==> src/rtl/mole_sprite_drawer.sv <==
// mole_sprite_drawer
//   Repaints the three mole holes on a VGA framebuffer. Each cycle the
//   requested hole levels (gated by game) are registered as the target; the
//   FSM compares target against what was last fully painted and sweeps one
//   MOLE_W x MOLE_H sprite per mismatched hole, lowest index first.
// Ports
//   clock      rising-edge clock
//   resetn     asynchronous active-low reset
//   game       game enable; low requests every hole empty
//   mole[2:0]  per-hole level request (bit i = hole i)
//   x[7:0]     pixel column (holds last value outside a sweep)
//   y[6:0]     pixel row (holds last value outside a sweep)
//   colour     pixel colour, MOLE_COLOUR or black during a sweep, else 0
//   plot       pixel write strobe, high for every sweep cycle
//   busy       high while sweeping or finishing a sweep
//   hole_done  one-cycle pulse on bit i when hole i's sweep completes
module mole_sprite_drawer #(
   parameter int unsigned MOLE_W      = 8,
   parameter int unsigned MOLE_H      = 8,
   parameter int unsigned X0          = 1,
   parameter int unsigned X1          = 9,
   parameter int unsigned X2          = 17,
   parameter int unsigned Y_TOP       = 33,
   parameter logic [2:0]  MOLE_COLOUR = 3'b100
) (
   input  logic       clock,
   input  logic       resetn,
   input  logic       game,
   input  logic [2:0] mole,
   output logic [7:0] x,
   output logic [6:0] y,
   output logic [2:0] colour,
   output logic       plot,
   output logic       busy,
   output logic [2:0] hole_done
);

   typedef enum logic [1:0] {IDLE, SWEEP, DONE} state_t;

   localparam logic [3:0] COL_LAST = 4'(MOLE_W - 1);
   localparam logic [3:0] ROW_LAST = 4'(MOLE_H - 1);
   localparam logic [7:0] X0_L     = 8'(X0);
   localparam logic [7:0] X1_L     = 8'(X1);
   localparam logic [7:0] X2_L     = 8'(X2);
   localparam logic [6:0] Y_TOP_L  = 7'(Y_TOP);

   state_t     state_q, state_d;
   logic [2:0] target_q;
   logic [2:0] shown_q, shown_d;
   logic [1:0] hole_q, hole_d;
   logic       paint_on_q, paint_on_d;
   logic [3:0] col_q, col_d;
   logic [3:0] row_q, row_d;
   logic [7:0] x_q, x_d;
   logic [6:0] y_q, y_d;

   logic [2:0] diff;
   logic [7:0] x_base;
   logic [7:0] x_pix;
   logic [6:0] y_pix;

   assign diff = target_q ^ shown_q;

   always_comb begin
      unique case (hole_q)
         2'd0:    x_base = X0_L;
         2'd1:    x_base = X1_L;
         default: x_base = X2_L;
      endcase
   end

   assign x_pix = x_base + {4'b0000, col_q};
   assign y_pix = Y_TOP_L + {3'b000, row_q};

   always_comb begin
      state_d    = state_q;
      shown_d    = shown_q;
      hole_d     = hole_q;
      paint_on_d = paint_on_q;
      col_d      = col_q;
      row_d      = row_q;
      x_d        = x_q;
      y_d        = y_q;
      plot       = 1'b0;
      colour     = '0;
      busy       = 1'b1;
      hole_done  = '0;
      x          = x_q;
      y          = y_q;

      unique case (state_q)
         IDLE: begin
            busy = 1'b0;
            if (diff != 3'b000) begin
               if (diff[0]) begin
                  hole_d     = 2'd0;
                  paint_on_d = target_q[0];
               end else if (diff[1]) begin
                  hole_d     = 2'd1;
                  paint_on_d = target_q[1];
               end else begin
                  hole_d     = 2'd2;
                  paint_on_d = target_q[2];
               end
               col_d   = '0;
               row_d   = '0;
               state_d = SWEEP;
            end
         end
         SWEEP: begin
            plot   = 1'b1;
            colour = paint_on_q ? MOLE_COLOUR : 3'b000;
            x      = x_pix;
            y      = y_pix;
            // Remember the pixel so x/y hold it once the sweep ends.
            x_d    = x_pix;
            y_d    = y_pix;
            if (col_q == COL_LAST) begin
               col_d = '0;
               if (row_q == ROW_LAST) begin
                  state_d = DONE;
               end else begin
                  row_d = row_q + 4'd1;
               end
            end else begin
               col_d = col_q + 4'd1;
            end
         end
         DONE: begin
            shown_d[hole_q]   = paint_on_q;
            hole_done[hole_q] = 1'b1;
            state_d           = IDLE;
         end
         default: state_d = IDLE;
      endcase
   end

   always_ff @(posedge clock or negedge resetn) begin
      if (!resetn) begin
         state_q    <= IDLE;
         target_q   <= '0;
         shown_q    <= '0;
         hole_q     <= '0;
         paint_on_q <= 1'b0;
         col_q      <= '0;
         row_q      <= '0;
         x_q        <= '0;
         y_q        <= '0;
      end else begin
         state_q    <= state_d;
         target_q   <= mole & {3{game}};
         shown_q    <= shown_d;
         hole_q     <= hole_d;
         paint_on_q <= paint_on_d;
         col_q      <= col_d;
         row_q      <= row_d;
         x_q        <= x_d;
         y_q        <= y_d;
      end
   end

endmodule

==> config.mk <==
export PLATFORM = sky130hd
export DESIGN_NAME = mole_sprite_drawer
export DESIGN_NICKNAME = d
export VERILOG_FILES = /design/src/rtl/mole_sprite_drawer.sv
export SDC_FILE = /design/constraint.sdc
export NUM_CORES = 1
export LEC_CHECK = 0
export ABC_AREA = 1
export BUFFER_PORTS_ARGS = -buffer_cell sky130_fd_sc_hd__buf_2
export CORE_MARGIN = 2
export CORE_UTILIZATION = 35
export CTS_CLUSTER_SIZE = 40
export DETAILED_ROUTE_END_ITERATION = 10
export GPL_ROUTABILITY_DRIVEN = 0
export GPL_TIMING_DRIVEN = 0
export PLACE_DENSITY_LB_ADDON = 0.08
export RECOVER_POWER = 25
export SYNTH_ARGS = -nofsm -noshare
export SYNTH_HDL_FRONTEND = slang
export SYNTH_SLANG_ARGS = --single-unit
==> constraint.sdc <==
create_clock -name clock -period 1.89 [get_ports clock]
set_input_delay 0.189 -clock clock [delete_from_list [all_inputs] [get_ports clock]]
set_output_delay 0.189 -clock clock [all_outputs]
set_load 0.1 [all_outputs]
Word level (Yosys, flattened, before mapping)
Cells that the tools add are included.
{"block": "op_classes", "n_addsub": 4, "magnitude_cmp": 2, "eq_ne": 9, "n_mux": 25, "bitwise_logic": 2, "reduce_logical": 9}
{"operator": "$mux W4", "count": 4}
{"operator": "$pmux W4 S2", "count": 2}
{"operator": "$mux W2", "count": 5}
{"operator": "$pmux W5 S2", "count": 1}
{"operator": "$mux W3", "count": 3}
{"operator": "$add A4 B1 Y4 const B", "count": 2}
{"operator": "$add A8 B4 Y8", "count": 1}
{"operator": "$eq A4 B3 Y1 const B", "count": 2}
{"operator": "$mux W8", "count": 1}
{"operator": "$ne A2 B2 Y1 const B", "count": 4}
{"operator": "$add A6 B4 Y7 const A", "count": 1}
{"operator": "$mux W7", "count": 1}
{"operator": "$mux W1", "count": 5}
{"operator": "$eq A2 B1 Y1 const B", "count": 2}
{"operator": "$logic_not A2 Y1", "count": 2}
{"operator": "$pmux W2 S2", "count": 1}
{"operator": "$reduce_and A2 Y1", "count": 2}
{"operator": "$reduce_and A4 Y1", "count": 1}
{"operator": "$and A3 B3 Y3", "count": 1}
{"operator": "$bwmux W3", "count": 1}
{"operator": "$lt A2 B3 Y1 const B", "count": 1}
{"operator": "$reduce_and A3 Y1", "count": 1}
{"operator": "$reduce_bool A3 Y1", "count": 1}
{"operator": "$xor A3 B3 Y3", "count": 1}
{"operator": "5 further kinds", "count": 5}
{"block": "word_totals", "reg_bits": 34, "input_bits": 6, "output_inout_bits": 23, "elab_cells": 60}

Depth between registers and ports, before layout
Gate-level depths: netlist of the first run.
{"block": "logic_depth", "depth_word": 5, "ltp_mapped": 9, "depth_no_buf": 9}

Worst setup path before layout of the first run
OpenSTA, ideal clock, no wires.
{"block": "synth_timing", "path_type": "reg-to-reg", "start": "register hole_q[0]", "end": "register x_q[3]", "setup_time_ns": 0.353, "t_arrival_ns": 3.085, "setup_slack_ns": -1.548, "path_stages_with_launch": 6, "path_buffers": 0, "path_cell_list": "dfrtp_1 inv_1 nor2_1 ha_1 xor2_1 o21ai_0"}
{"block": "synth_via", "elab_chain_cells": 4, "word_cells_on_any_way": 5}
{"item": "start: declaration", "line": "50", "text": "logic [1:0] hole_q, hole_d;"}
{"item": "start signal: assignment", "line": "153", "text": "hole_q <= hole_d;"}
{"item": "$eq A2 B1 Y1 / $logic_not A2 Y1 (equally long branches)", "line": "65", "text": "unique case (hole_q)"}
{"item": "$pmux W5 S2 *", "line": "65"}
{"item": "$add A8 B4 Y8 *", "line": "72", "text": "assign x_pix = x_base + {4'b0000, col_q};"}
{"item": "$mux W8 *"}
{"item": "named net x[3]", "line": "30", "text": "output logic [7:0] x,"}
{"item": "end signal: assignment", "line": "147", "text": "x_q <= '0;"}
{"item": "end signal: assignment", "line": "157", "text": "x_q <= x_d;"}
{"item": "end: declaration", "line": "54", "text": "logic [7:0] x_q, x_d;"}
Mark *: on every way through the listed nets, which the timed path passes. The rest lies on a longest branch.
A chain may end at the register's enable or synchronous reset.

Worst setup path in the final report of the first run
{"block": "layout_timing", "start": "register hole_q[0]", "end": "output x[4]"}
{"block": "layout_via", "elab_chain_cells": 4, "word_cells_on_any_way": 5}
{"item": "$eq A2 B1 Y1 / $logic_not A2 Y1 (equally long branches)", "line": "65"}
{"item": "$pmux W5 S2 *", "line": "65"}
{"item": "$add A8 B4 Y8 *", "line": "72"}
{"item": "$mux W8 *"}
{"item": "end: declaration", "line": "30"}
Mark *: on every way between the ends. The rest lies on a longest branch, timed or not.

==> results.md, run 1 <==
- Outcome: finished, violations left
- Violated checks: hold timing
- DP HPWL: 2.43 mm
- Cell count after synthesis: 190
- Remaining global-route overflow: 0
- Hold Vio Cnt, Final: 34
- Synth Warn #: 0
- Synth area leader: dfrtp_1
- DR DRC count: 0
- Slowest Stage Delay on Critical Path: 0.39 ns
- Critical path's slowest cell: dfrtp_1
- Placement row count: 24
- Seq cells post-synth: 34
- Layout cell share with drive strength beyond 1: 0.346
- Worst-Skew Late Latency: 0.28 ns
- R2R Path Start: col_q[0]
- Hold-fix buffers, CTS: 0
- Die footprint: 0.00522 mm^2
- CTS Sinks: 34
- IO Count: 29
- CP Launch Type: register
- I/O Buffers: 26
- Largest net degree at the start of global routing: 35
- Final cell count without fillers: 286
- Register-to-register setup slack: 0.33 ns
- Routed vias/inst: 4.69
- Final WS setup: 0.00236 ns
- Post-synthesis sequential area ratio: 0.522
- Clock tree root buffer cell: clkbuf_8
- Final Slew Violations: 0
- Hold Path Class: in2async
- Crit-path max FO: 2
- Die height: 72.2 um
- Crit Path Class: reg2out
- Rel. slew slack: 0.481
- Worst Setup SP: hole_q[0]
- Synth area leaders: dfrtp_1 52%, nand2_1 12%, inv_1 6.2%
- Antenna violations before repair: 0
- Initial DRC count: 57
- Vias in the first global route: 1349
- Ant diodes: 0
- Post-layout min period: 1.89 ns
- Crit path cell chain: inv_2, nor2_4, ha_4, inv_4, o21bai_4, nand3_2, o211ai_4, buf_12
- Worst-Margin Slew: 0.779 ns
- Max cap viols: 0
- Wire per inst: 12.4 um
- Synthesis-to-finish area growth: 35.9%
- RSZ-0062 raised after global routing: true
- CTS Buffer Depth: 2
- Fin Clk Skew: 0.00915 ns
- Async SR Flop Fraction: 1.00
- CTS HTree Levels: 2
- First-pass DRT Iterations: 4
- Clock slew at reported path FFs: 0.07 ns
- Final antenna-violating net count: 0
- Period utilization: 0.999
- Critical Path RT: 1.70 ns
- Max Fclk: 0.530 GHz
- Setup WS pre-CTS: -0.193 ns
- Core Area: 0.00441 mm^2
- R2r worst-path depth: 7
- Primary flip-flop cell chosen by synthesis mapping: dfrtp_1
- Die Span X: 72.2 um
- RR Endpoint: row_q[2]
- Synth Area per Inst: 8.57 um^2
- Number of synthesized flops with an enable pin: 0
- Starting Density: 0.369
- Mapped Area: 0.00163 mm^2
- Top cell type's share of synthesized area: 0.522
- DR vias: 1342
- First-pass GRT wire length: 5.82 mm
- CP Capture Type: output port
- Num CTS Buffers: 5
- Placed cell count: 269
- Final setup vio count: 0
- Min Hold Slack: -0.0214 ns
- Synth cell types: 29
- Worst path arrival time: 1.70 ns
- Total GRT Usage: 0.147
- Total wire length: 3.56 mm
- CTS tree: built
- Nets: 242
==> state kept, by name, indices dropped and copies added (netlist names) <==
| signal | flops |
|---|---|
| paint_on_q | 1 |
| col_q | 4 |
| y_q | 7 |
| state_q | 2 |
| hole_q | 2 |
| target_q | 3 |
| row_q | 4 |
| shown_q | 3 |
| x_q | 8 |
==> placed cells by master, fill, tap and decap left out, types with 4 or more instances in the layout <==
cell and n:
nand2_1 50, nand4_1 5, nor2_2 5, o21ai_0 6, clkbuf_8 6, inv_1 24, buf_12 5, buf_4 15
nor2_1 10, inv_2 4, nand3_1 10, nand2_2 5, buf_2 12, dfrtp_1 31
==> synthesized netlist by cell type (2+ instances only) <==
cell	count
nor2_1	15
a21oi_1	3
buf_2	2
nand2_1	53
or2_1	2
inv_1	27
ha_1	3
o31ai_1	2
nand3_1	11
nand2_4	2
nand2_2	2
xor2_1	2
buf_4	2
nand4_1	5
inv_2	2
o21ai_0	11
dfrtp_1	34
==> per-stage QoR <==
step / utilization / area, um^2 / TNS (ns) / hold WS (ns)
3_5_place_dp: 0.425 / 1880 / -0.193 / 0.307
3_3_place_gp: 0.425 / 1880 / -0.158 / 0.303
6_report: 0.501 / 2210 / 0 / -0.0214
2_1_floorplan: - / 1680 / -2.17 / -0.107
4_1_cts: 0.482 / 2130 / 0 / 0.000572
5_1_grt: 0.501 / 2210 / -0.153 / 0.0355
==> repair_timing <==
item	in CTS	in global routing
resized for setup	37	16
endpoints found under the setup margin	13	11
pin swaps	3	3
buffers inserted	4	5
==> logic make-up after synthesis <==
group | share of synthesized area
AO/OA/AOI/OAI | 0.0852
XOR/XNOR | 0.0108
adder cells (fa/ha/maj) | 0.0230
buffers and inverters | 0.0914
flip-flops | 0.522
other | 0.00230
AND/OR/NAND/NOR | 0.265
==> final cells by class <==
cell class / count / area (um^2)
well taps: 52 / 65.1
clock inverters: 1 / 5.00
fillers: 423 / 2200
repair buffers: 35 / 303
plain buffers: 5 / 45.0
inverters: 30 / 115
clock buffers: 7 / 86.3
multi-input cells: 122 / 739
flip-flops and latches: 34 / 855
==> how the worst max path moves through the flow <==
stage	to	slack (ns)	cells past startpoint
after floorplan	y_q[3]	-0.54	4
after global placement	x[4]	-0.16	8
after global routing	x[4]	-0.08	8
after CTS	x[2]	0.0004	7
final	x[4]	0.002	8
after detailed placement	x[4]	-0.19	8
==> worst max-delay path: cells and delay by family (launching register included) <==
| kind | cells | cell delay (ns) |
|---|---|---|
| adder cells (fa/ha/maj) | 1 | 0.28 |
| buffers and inverters | 3 | 0.32 |
| AO/OA/AOI/OAI | 2 | 0.25 |
| AND/OR/NAND/NOR | 2 | 0.17 |
| flip-flops | 1 | 0.39 |
==> per-layer routing <==
layer	vias to the layer above	share of wire	GRT usage
li1	680	-	-
met1	628	0.43	0.168
met2	28	0.50	0.242
met3	6	0.045	0.0500
met4	0	0.018	0.0839
met5	-	0	0
Power of run 1 is not shown: default switching activity piles up to over one toggle a cycle in this logic, so the estimate is an artifact.
==> run 2: changes to the inputs <==
--- a/config.mk
+++ b/config.mk
@@ -13,7 +13,6 @@
 export DETAILED_ROUTE_END_ITERATION = 10
 export GPL_ROUTABILITY_DRIVEN = 0
 export GPL_TIMING_DRIVEN = 0
-export PLACE_DENSITY_LB_ADDON = 0.08
 export RECOVER_POWER = 25
 export SYNTH_ARGS = -nofsm -noshare
 export SYNTH_HDL_FRONTEND = slang
==> run 2 against run 1 <==
  * The run now ends clean
  * Critical path type unchanged
  * Sequential share of layout area is 0.053 points lower
  * Critical path depth stayed put
  * Flip-flop and latch count stayed put
  * Clock-buffer cell count stayed put
  * Largest cell class unchanged
  * First-iteration DRC count is 1.8% higher
  * Utilization is 0.14 points higher
  * Clock skew is 0.0056 ns lower
  * Via count is 3.7% lower
  * Non-clock buffer count is 1 lower
  * Cell count is 0.35% lower
  * Register-to-register slack better by 0.06 ns
==> results.md, run 2 (same netlist as run 1, synthesis figures left out) <==
- Outcome: complete, no violations
- CP Capture Type: output port
- Die height: 72.2 um
- CTS Buffer Depth: 2
- IO Count: 29
- Antenna violations before repair: 0
- Crit-path max FO: 2
- DP HPWL: 2.24 mm
- Final setup vio count: 0
- Critical Path RT: 1.70 ns
- CTS tree: built
- Hold Vio Cnt, Final: 0
- DR vias: 1292
- Vias in the first global route: 1202
- I/O Buffers: 26
- Final antenna-violating net count: 0
- Remaining global-route overflow: 0
- Total wire length: 3.17 mm
- Biggest regs: x_q: 8 flops, y_q: 7 flops
- Worst-Skew Late Latency: 0.29 ns
- Crit Path Class: reg2out
- Max reg flops: 8
- Ant diodes: 0
- First-pass DRT Iterations: 4
- Final Slew Violations: 0
- Worst-Margin Slew: 0.767 ns
- Worst path arrival time: 1.68 ns
- Register-to-register setup slack: 0.39 ns
- Nets: 241
- Routed vias/inst: 4.53
- Fin Clk Skew: 0.00356 ns
- Final WS setup: 0.0223 ns
- Total GRT Usage: 0.138
- Commonest non-fill, non-tap cells in the layout: 50 x nand2_1, 30 x dfrtp_1, 24 x inv_1
- Max cap viols: 0
- Placed cell areas: 0.00188 mm^2
- Synthesis-to-finish area growth: 36.3%
- RSZ-0062 raised after global routing: true
- Post-layout min period: 1.87 ns
- Die Span X: 72.2 um
- Clock tree root buffer cell: clkbuf_8
- Post-route cell area: 0.00222 mm^2
- Layout cell share with drive strength beyond 1: 0.339
- Critical path's slowest cell: dfrtp_1
- Setup WS pre-CTS: -0.171 ns
- Die footprint: 0.00522 mm^2
- First-pass GRT wire length: 5.41 mm
- Largest net degree at the start of global routing: 35
- Commonest non-fill, non-tap cell in the layout: nand2_1
- Core Area: 0.00441 mm^2
- Wire per inst: 11.1 um
- DR DRC count: 0
- Period utilization: 0.988
- Num CTS Buffers: 5
- Starting Density: 0.369
- Initial DRC count: 58
- Rel. slew slack: 0.488
- Placement row count: 24
- Slowest Stage Delay on Critical Path: 0.38 ns
- Max Fclk: 0.535 GHz
- Hold Path Class: in2reg
- Crit path cell chain: inv_2, nor2_4, ha_4, inv_4, o21bai_4, nand3_2, o211ai_4, buf_12
- CTS Sinks: 34
- Clock slew at reported path FFs: 0.07 ns
- Top reg by flops: x_q
- CTS HTree Levels: 2
- CP Launch Type: register
-- run 2: per-layer routing --
metal | track usage | part of all wire | up-vias
met4 | 0.0818 | 0.027 | 0
met5 | 0 | 0 | -
met3 | 0.0444 | 0.042 | 6
li1 | - | - | 675
met2 | 0.217 | 0.47 | 21
met1 | 0.166 | 0.46 | 590
-- run 2: stage by stage --
stage	instances	util	hold slack, ns	setup TNS (ns)
after floorplan	191	-	-0.107	-2.17
after global placement	269	0.425	0.309	-0.149
after detailed placement	269	0.425	0.310	-0.171
after CTS	281	0.485	0.0829	-0.0580
after global routing	285	0.503	0.0921	-0.0494
final	285	0.503	0.0873	0
-- run 2: worst paths after layout --
check,from,endpoint,cells past startpoint
worst max-delay path,hole_q[0],x[4],8
worst min-delay path,mole[1],target_q[1],3
worst max register to register,col_q[0],row_q[3],7
worst min register to register,y_q[5],y_q[5],1
max in group asynchronous,resetn,state_q[1],2
min in group asynchronous,resetn,x_q[7],2
-- run 2: cell type report --
type / count / area (um^2)
Timing Repair Buffer: 34 / 310
Clock inverter: 1 / 5.00
Sequential cell: 34 / 856
Fill cell: 413 / 2190
Buffer: 5 / 45.0
Multi-Input combinational cell: 122 / 737
Tap cell: 52 / 65.1
Clock buffer: 7 / 86.3
Inverter: 30 / 115
-- run 2: worst max-delay path: cells and delay by family, from the launching register on --
family / cells / cell delay, ns
compound gates: 2 / 0.25
simple gates: 2 / 0.15
flops: 1 / 0.38
buf+inv: 3 / 0.32
fa+ha+maj: 1 / 0.28
-- run 2: timing repair --
| item | 4_1_cts | 5_1_grt |
|---|---|---|
| pin swaps | 4 | 7 |
| hold endpoints to repair | 16 | 0 |
| hold buffers | 1 | 0 |
| buffers inserted | 3 | 4 |
| resized for setup | 37 | 23 |
| endpoints found under the setup margin | 12 | 18 |
Power of run 2 is left out for the same reason.
